## config.mk

```make
export PLATFORM = sky130hd
export DESIGN_NAME = debounce_fsm_flat
export DESIGN_NICKNAME = d
export VERILOG_FILES = /design/src/rtl/debounce_fsm_if.sv /design/src/rtl/debounce_fsm.sv /design/src/flat_wrapper.sv
export SDC_FILE = /design/constraint.sdc
export NUM_CORES = 1
export LEC_CHECK = 0
export CORE_AREA = 2 2 39 41
export DETAILED_ROUTE_END_ITERATION = 8
export DIE_AREA = 0 0 41 43
export PLACE_DENSITY_LB_ADDON = 0.25
export SYNTH_ARGS = -nofsm -noshare
export SYNTH_HDL_FRONTEND = slang
export SYNTH_SLANG_ARGS = --single-unit
export TNS_END_PERCENT = 1
```

## constraint.sdc

```tcl
create_clock -name clk -period 1.7 [get_ports clk]
set_input_delay 0.17 -clock clk [delete_from_list [all_inputs] [get_ports clk]]
set_output_delay 0.17 -clock clk [all_outputs]
set_load 0.05 [all_outputs]
```

## src/rtl/debounce_fsm_if.sv

```systemverilog
// Switch/debounce signal bundle for debounce_fsm.
// master drives the raw switch level and the sample strobe; slave is the
// debouncer, which returns the debounced level, edge pulses and busy flag.
interface debounce_fsm_if;
  logic sw;
  logic tick;
  logic db_level;
  logic db_rise;
  logic db_fall;
  logic busy;

  modport master (
    output sw,
    output tick,
    input  db_level,
    input  db_rise,
    input  db_fall,
    input  busy
  );

  modport slave (
    input  sw,
    input  tick,
    output db_level,
    output db_rise,
    output db_fall,
    output busy
  );
endinterface

```

## src/rtl/debounce_fsm.sv

```systemverilog
// Tick-qualified switch debouncer.
// A level change on the switch is accepted only after it has been held for
// N_TICKS consecutive sample strobes. Short excursions are rejected without
// any output pulse. All outputs are registered.
// Optional feature: define DEBOUNCE_SYNC_EN to pass the raw switch through a
// two-flop synchronizer (sw_s lags sw by two clocks); otherwise sw is used
// directly and must already be synchronous to clk.
module debounce_fsm #(
  parameter int N_TICKS = 3  // legal range 1..15
) (
  input logic         clk,
  input logic         reset,
  debounce_fsm_if.slave bus
);

  typedef enum logic [1:0] {
    ZERO  = 2'd0,
    WAIT1 = 2'd1,
    ONE   = 2'd2,
    WAIT0 = 2'd3
  } state_t;

  localparam logic [3:0] N_LIM = 4'(N_TICKS);

  logic sw_s;

`ifdef DEBOUNCE_SYNC_EN
  logic [1:0] sync_q;

  // Two-flop synchronizer for the asynchronous raw switch level.
  always_ff @(posedge clk) begin
    if (reset) begin
      sync_q <= '0;
    end else begin
      sync_q <= {sync_q[0], bus.sw};
    end
  end

  assign sw_s = sync_q[1];
`else
  assign sw_s = bus.sw;
`endif

  state_t     state, state_next;
  logic [3:0] cnt, cnt_next;
  logic [3:0] cnt_inc;
  logic       level_q, rise_q, fall_q, busy_q;

  assign cnt_inc = cnt + 4'd1;

  // Next-state and tick-count logic. An abort level always beats a tick,
  // and the cycle that enters a WAIT state never counts its tick because the
  // counting branch is only reachable from inside a WAIT state.
  always_comb begin
    // NOTE: every output of this block gets a default first so no path
    // leaves it unassigned, which would otherwise infer a latch.
    state_next = state;
    cnt_next   = cnt;
    unique case (state)
      ZERO: begin
        if (sw_s) begin
          state_next = WAIT1;
          cnt_next   = '0;
        end
      end
      WAIT1: begin
        if (!sw_s) begin
          state_next = ZERO;
          cnt_next   = '0;
        end else if (bus.tick) begin
          if (cnt_inc == N_LIM) begin
            state_next = ONE;
            cnt_next   = '0;
          end else begin
            cnt_next = cnt_inc;
          end
        end
      end
      ONE: begin
        if (!sw_s) begin
          state_next = WAIT0;
          cnt_next   = '0;
        end
      end
      WAIT0: begin
        if (sw_s) begin
          state_next = ONE;
          cnt_next   = '0;
        end else if (bus.tick) begin
          if (cnt_inc == N_LIM) begin
            state_next = ZERO;
            cnt_next   = '0;
          end else begin
            cnt_next = cnt_inc;
          end
        end
      end
      default: begin
        state_next = ZERO;
        cnt_next   = '0;
      end
    endcase
  end

  // State register plus registered outputs decoded from the upcoming state,
  // so db_level/busy track the state flop exactly and the edge pulses last
  // one cycle after the accepting edge.
  always_ff @(posedge clk) begin
    // NOTE: sequential state uses non-blocking assignments so every flop
    // samples the pre-edge values regardless of statement order.
    if (reset) begin
      // NOTE: reset is synchronous and takes priority over every input;
      // in-flight qualification is dropped without emitting a pulse.
      state   <= ZERO;
      cnt     <= '0;
      level_q <= 1'b0;
      rise_q  <= 1'b0;
      fall_q  <= 1'b0;
      busy_q  <= 1'b0;
    end else begin
      state   <= state_next;
      cnt     <= cnt_next;
      level_q <= (state_next == ONE) || (state_next == WAIT0);
      rise_q  <= (state == WAIT1) && (state_next == ONE);
      fall_q  <= (state == WAIT0) && (state_next == ZERO);
      busy_q  <= (state_next == WAIT1) || (state_next == WAIT0);
    end
  end

  assign bus.db_level = level_q;
  assign bus.db_rise  = rise_q;
  assign bus.db_fall  = fall_q;
  assign bus.busy     = busy_q;

endmodule
```

## src/flat_wrapper.sv

```systemverilog
// flat-port wrapper written by rule: the top's interface ports become plain ports
module debounce_fsm_flat 
#(
  parameter int N_TICKS = 3                      
)
  (clk, reset, bus_sw, bus_tick, bus_db_level, bus_db_rise, bus_db_fall, bus_busy);
  debounce_fsm_if bus_i ();
  input logic clk;
  input logic reset;
  input wire logic [$bits(bus_i.sw)-1:0] bus_sw;
  input wire logic [$bits(bus_i.tick)-1:0] bus_tick;
  output wire logic [$bits(bus_i.db_level)-1:0] bus_db_level;
  output wire logic [$bits(bus_i.db_rise)-1:0] bus_db_rise;
  output wire logic [$bits(bus_i.db_fall)-1:0] bus_db_fall;
  output wire logic [$bits(bus_i.busy)-1:0] bus_busy;
  assign bus_i.sw = bus_sw;
  assign bus_i.tick = bus_tick;
  assign bus_db_level = bus_i.db_level;
  assign bus_db_rise = bus_i.db_rise;
  assign bus_db_fall = bus_i.db_fall;
  assign bus_busy = bus_i.busy;
  debounce_fsm #(.N_TICKS(N_TICKS)) u_core (.clk(clk), .reset(reset), .bus(bus_i));
endmodule
```

==> reports/qor.yml, run 1 <==
hold_viol: 0
drtAntennaViolNets: 0
grt_max_degree: 10
ys_seq_area_share_pct: 37.11
cts_buffer_depth: 2
worstSetupEndpointType: "flip-flop"
min_to: "u_core.bus.db_rise"
cts_resized: 0
top_layer_used: "met4"
whs_ns: 0.5385
antenna_found_initial: 0
most-common-layout-cells: "nand2_1 (8), dfxtp_1 (8), clkdlybuf4s50_1 (6)"
grt_pass1_wl_mm: 1.649
yosysWarnings: 0
vias: 443
setup_tns_ns: 0
synth_area_per_cell_sq_um: 8.990
relSlewSlack_pct: 66.98
reg2reg_setup_slack_ns: 0.07
period_share_pct: 95.71
synth.distinct_cells: 27
clk_pin_slew_worst_paths_ns: 0.06
grtUsageTotal_pct: 14.26
post_cts_buffers: 0
place_congestion: 0.8112
met2_wirelength_um: 477
dieHeight_um: 43
period_minus_slack_ns: 1.627
synth_top_area_cell: "dfxtp_1"
cts_tree: "built"
p_per_area_nw_per_um2: 676.9
drv_cap: 0
nNetsFinal: 74
r2r-start: "u_core.cnt[0]"
drtPass1Iterations: 4
drc: 0
synth_cells: 54
rr_worst_depth: 5
clkLatencyLatePin_ns: 0.26
layout-drive-gt1-share_pct: 17.91
setup-violations-final: 0
h-tree-depth: 1
synth.top_cell.area_share_pct: 37.11
drt-initial-drc-count: 21
cp.arrival_ns: 1.82
timing.final.max_slew_violations: 0
rsz0062_at_grt: "no"
core.rowCount: 14
wl_met3_um: 60
start_util_pct: 35.08
crit_type: "flip-flop to flip-flop"
ctsHoldBuffers: 0
syn_area_sq_um: 485.5
area_growth_pct: 27.58
wl_per_cell_um: 11.87
hold_depth: 1
hold_class: "flip-flop to flip-flop"
grt_pass1_vias: 423
vias_per_cell: 5.337
routed_wl_um: 985
worstPathMaxFanout: 4
core_area_sq_um: 1384
startpoint_type: "flip-flop"
fmax_ghz: 0.6146
hpwl_um: 757
p_leak_nw: 0.2254
synth_fp_nets: 60
ios: 8
worstPathRequired_ns: 1.89
antennaDiodeCount: 0
port_buffers: 7
worstMarginPinSlew_ns: 0.4938
synth_area_leaders: "dfxtp_1 (37%), nand2_1 (6.2%), ha_1 (5.2%), mux2i_1 (4.1%), nand3_1 (4.1%)"
status: "completed"
worstHoldStart: "u_core.state[1]"
overflow: 0
synth-seq-cells: 9
fin_skew_ns: 0.003550
vdd_drop_max_uv: 439.2
die_area_sq_um: 1763
wl_met1_um: 423
clock-root-buffer: "clkbuf_4"
fp.dieW_um: 41
cts_buffers: 3
timing.rr.end: "u_core.state[1]"
cts_sinks: 9
==> synth_stat cells <==
| cell | n |
|---|---|
| dfxtp_1 | 9 |
| nand2_1 | 8 |
| nand3_1 | 4 |
| inv_1 | 3 |
| a311oi_1 | 2 |
| ha_1 | 2 |
| mux2i_1 | 2 |
| nand4_1 | 2 |
| nor2_1 | 2 |
| nor4b_1 | 2 |
| o21ai_0 | 2 |
| a211o_1 | 1 |
| a31oi_1 | 1 |
| and2_1 | 1 |
| clkbuf_1 | 1 |
| nand2b_1 | 1 |
| nor2b_1 | 1 |
| nor3_1 | 1 |
| nor3b_1 | 1 |
| o2bb2ai_1 | 1 |
| o32a_2 | 1 |
| o32ai_1 | 1 |
| or4_4 | 1 |
| or4b_2 | 1 |
| xnor2_1 | 1 |
| xnor2_2 | 1 |
| xor2_1 | 1 |
==> worst max-delay path, stage by stage (launching register included) <==
cell,delay (ns)
dfxtp_1,0.33
ha_1,0.23
or4_4,0.49
o32ai_1,0.16
buf_4,0.19
mux2i_1,0.16
==> worst max-delay path by stage <==
stage,depth (start not counted),slack (ns),startpoint,to
6_report,5,0.07,u_core.cnt[0],u_core.state[1]
2_1_floorplan,4,0.15,u_core.cnt[0],u_core.bus.db_level
4_1_cts,5,0.05,u_core.cnt[1],u_core.bus.db_level
5_1_grt,5,0.008,u_core.cnt[0],u_core.cnt[0]
3_5_place_dp,6,0.0006,bus_tick,u_core.bus.db_level
3_3_place_gp,6,0.002,bus_tick,u_core.bus.db_level
==> stage by stage <==
stage	setup WS, ns	total power [W]	cells	util [%]	instance area, sq um
final	0.07295	0.0004192	83	44.76	619.3
after global routing	0.007936	0.0004428	83	44.76	619.3
after CTS	0.05330	0.0004240	83	44.67	618.1
after detailed placement	0.0005859	0.0002592	79	42.77	591.8
after global placement	0.002261	0.0002591	79	42.77	591.8
after floorplan	0.1452	0.0002417	54	-	485.5
==> registers in the layout (all words and copies together), names as in the netlist <==
signal	count
u_core.bus.busy	1
u_core.cnt	4
u_core.bus.db_fall	1
u_core.bus.db_rise	1
u_core.state	1
u_core.bus.db_level	1
==> routing by layer <==
layer	vias up	global-route usage (%)
met5	-	0
met4	0	11.33
met3	3	5.236
met2	19	20.00
met1	195	16.45
li1	226	-
==> where the power goes <==
group,internal [W],switching [W]
clock network,0.0000904,0.0000740
logic,0.0000169,0.0000225
registers,0.000213,0.00000259
==> layout make-up <==
class / count / area [sq um]
Clock buffer: 4 / 26.28
Inverter: 3 / 11.26
Timing Repair Buffer: 10 / 90.09
Multi-Input combinational cell: 41 / 290.3
Tap cell: 16 / 20.02
Fill cell: 137 / 764.5
Sequential cell: 9 / 181.4
==> cells by family after synthesis <==
family                   after synthesis  synth area share [%]
flip-flops                             9                 37.11
multiplexers                           2                 4.124
AO/OA/AOI/OAI                          9                 14.69
adder cells (fa/ha/maj)                2                 5.154
buffers and inverters                  4                 3.092
AND/OR/NAND/NOR                       25                 28.87
XOR/XNOR                               3                 6.960
(Power assumes the default switching activity.)
==> run 2: changes to the inputs <==
--- a/config.mk
+++ b/config.mk
@@ -9,6 +9,7 @@
 export DETAILED_ROUTE_END_ITERATION = 8
 export DIE_AREA = 0 0 41 43
 export PLACE_DENSITY_LB_ADDON = 0.25
+export SETUP_SLACK_MARGIN = 0.3
 export SYNTH_ARGS = -nofsm -noshare
 export SYNTH_HDL_FRONTEND = slang
 export SYNTH_SLANG_ARGS = --single-unit
==> reports/qor.yml, run 2 (synthesis results as in run 1) <==
status: "completed"
grt_max_degree: 10  # unchanged
antenna_found_initial: 0  # unchanged
rsz0062_at_grt: "yes"
p_switching_w: 0.0001040  # +4.9%
clk_pin_slew_worst_paths_ns: 0.06  # about the same
hpwl_um: 792.4  # +4.7%
layout-drive-gt1-share_pct: 28.79  # +11 points
start_util_pct: 35.08  # unchanged
n_fill_cell: 134  # -2.2%
power_w: 0.0004255  # +1.5%
hold_class: "flip-flop to flip-flop"
startpoint_type: "flip-flop"
grt_pass1_vias: 368  # -13%
reg2reg_setup_slack_ns: 0.19  # +0.12 ns
wl_per_cell_um: 12.24  # +3.2%
wl_met1_um: 482  # +14%
die_area_sq_um: 1763  # unchanged
cp.arrival_ns: 1.36  # -0.46 ns
vias_per_cell: 5.256  # -1.5%
worstMarginPinSlew_ns: 0.4966  # +0.002791 ns
overflow: 0  # unchanged
r2r-start: "u_core.cnt[0]"
grtUsageTotal_pct: 14.20  # -0.057 points
ctsHoldBuffers: 0  # unchanged
relSlewSlack_pct: 66.84  # -0.14 points
cts_sinks: 9  # unchanged
met2_wirelength_um: 450  # -5.7%
path_delay_family: "buffers and inverters"
vias: 431  # -2.7%
top_layer_used: "met4"
h-tree-depth: 1  # unchanged
routed_wl_mm: 1.004  # +1.9%
worstPathRequired_ns: 1.53  # -0.36 ns
drc: 0  # unchanged
combPwrFrac_pct: 10.2  # +0.8 points
area_growth_pct: 42.01
timing.final.max_slew_violations: 0  # unchanged
pwr-share-seq_pct: 50.4  # -1.0 points
clkLatencyLatePin_ns: 0.26  # about the same
clkPwrFrac_pct: 39.3  # about the same
drtPass1Iterations: 4  # unchanged
nNetsFinal: 73  # -1.4%
fp.dieW_um: 41  # unchanged
cts_tree: "built"
largest_register_ffs: 4  # unchanged
crit_type: "flip-flop to output pin"
drv_cap: 0  # unchanged
ios: 8  # unchanged
vdd_drop_max_uv: 323.0  # -26%
place_congestion: 0.7974  # -1.7%
p_leak_nw: 0.2478  # +9.9%
cts_buffer_depth: 2  # unchanged
rr_worst_depth: 5  # unchanged
cp_num_buf_inv: 1  # unchanged
worstSetupEndpointType: "output pin"
layout_commonest_cell: "nand2_1"
port_buffers: 7  # unchanged
antennaDiodeCount: 0  # unchanged
worstPathMaxFanout: 1  # -3
core_area_sq_um: 1384  # unchanged
critPathMaxStageDelay_ns: 0.79  # +0.30 ns
setup_tns_ns: 0  # unchanged
p_int_w: 0.0003216  # +0.45%
path_cells: "clkdlybuf4s50_1"
drtAntennaViolNets: 0  # unchanged
netSwitchingFraction_pct: 24.43  # +0.79 points
fin_skew_ns: 0.0002956  # -0.003255 ns
setup-violations-final: 0  # unchanged
fmax_ghz: 0.6542  # +6.4%
worstHoldStart: "u_core.state[1]"
largest_register: "u_core.cnt"
wl_met3_um: 30  # -50%
period_share_pct: 89.91  # -5.8 points
clock-root-buffer: "clkbuf_4"
p_per_area_nw_per_um2: 617.2  # -8.8%
hold_viol: 0  # unchanged
min_to: "u_core.bus.db_rise"
cts_buffers: 3  # unchanged
dieHeight_um: 43  # unchanged
most-common-layout-cells: "nand2_1 (8), dfxtp_1 (6), clkdlybuf4s50_1 (5)"
post_cts_buffers: 0  # unchanged
drt-initial-drc-count: 3  # -86%
timing.rr.end: "u_core.cnt[0]"
core.rowCount: 14  # unchanged
period_minus_slack_ns: 1.529  # -0.09854 ns
grt_pass1_wl_mm: 1.600  # -3.0%
cp_slowest_cell: "clkdlybuf4s50_1"
hold_depth: 1  # unchanged
-- run 2: changes by cell type in the layout (fill, tap and decap cells not counted), sizes merged --
cell and change:
dlymetal6s2s +1, clkdlybuf4s50 -1, buf -2, dlygate4sd2 +1
-- run 2: what timing repair did --
action	in CTS	in global routing
endpoints found under the setup margin	10	11
hold endpoints to repair	0	0
gates resized for setup	1	3
-- run 2: worst max path at each step --
stage	slack, ns	end	depth (start not counted)	from
finish	0.17	bus_db_rise	1	u_core.bus.db_rise
global route	0.15	u_core.bus.db_rise	4	u_core.cnt[1]
CTS	0.14	u_core.cnt[0]	5	u_core.cnt[0]
detailed placement	-0.03	u_core.bus.db_rise	5	bus_tick
global placement	-0.04	u_core.bus.db_rise	5	bus_tick
floorplan	0.26	u_core.bus.db_fall	4	u_core.cnt[1]
-- run 2: final cells by class --
| class | count | area (sq um) | area share [%] |
|---|---|---|---|
| Clock buffer | 4 | 26.28 | 3.811 |
| Inverter | 3 | 11.26 | 1.633 |
| Multi-Input combinational cell | 41 | 359.1 | 52.09 |
| Sequential cell | 9 | 186.4 | 27.04 |
| Tap cell | 16 | 20.02 | 2.904 |
| Timing Repair Buffer | 9 | 86.33 | 12.52 |
-- run 2: layer usage --
| layer | global-route usage [%] | vias up |
|---|---|---|
| li1 | - | 228 |
| met1 | 17.53 | 192 |
| met2 | 18.75 | 6 |
| met3 | 4.712 | 5 |
| met4 | 12.00 | 0 |
| met5 | 0 | - |
-- run 2: metrics by stage --
stage	std cells	hold slack, ns	util, %	cell area [sq um]	worst slack, ns
global route	82	0.6133	49.82	689.4	0.1465
CTS	82	0.5564	48.73	674.4	0.1404
detailed placement	78	0.5411	46.93	649.4	-0.02734
global placement	78	0.5447	46.93	649.4	-0.04000
finish	82	0.5815	49.82	689.4	0.1715
floorplan	54	0.2414	-	548.0	0.2640
-- run 2: power by group through the flow --
stage	Sequential [W]	Combinational (W)	Clock [W]
after floorplan	0.000223	0.0000196	0
after global placement	0.000219	0.0000430	0
after detailed placement	0.000219	0.0000438	0
after CTS	0.000215	0.0000429	0.000174
after global routing	0.000215	0.0000475	0.000182
final	0.000215	0.0000436	0.000167
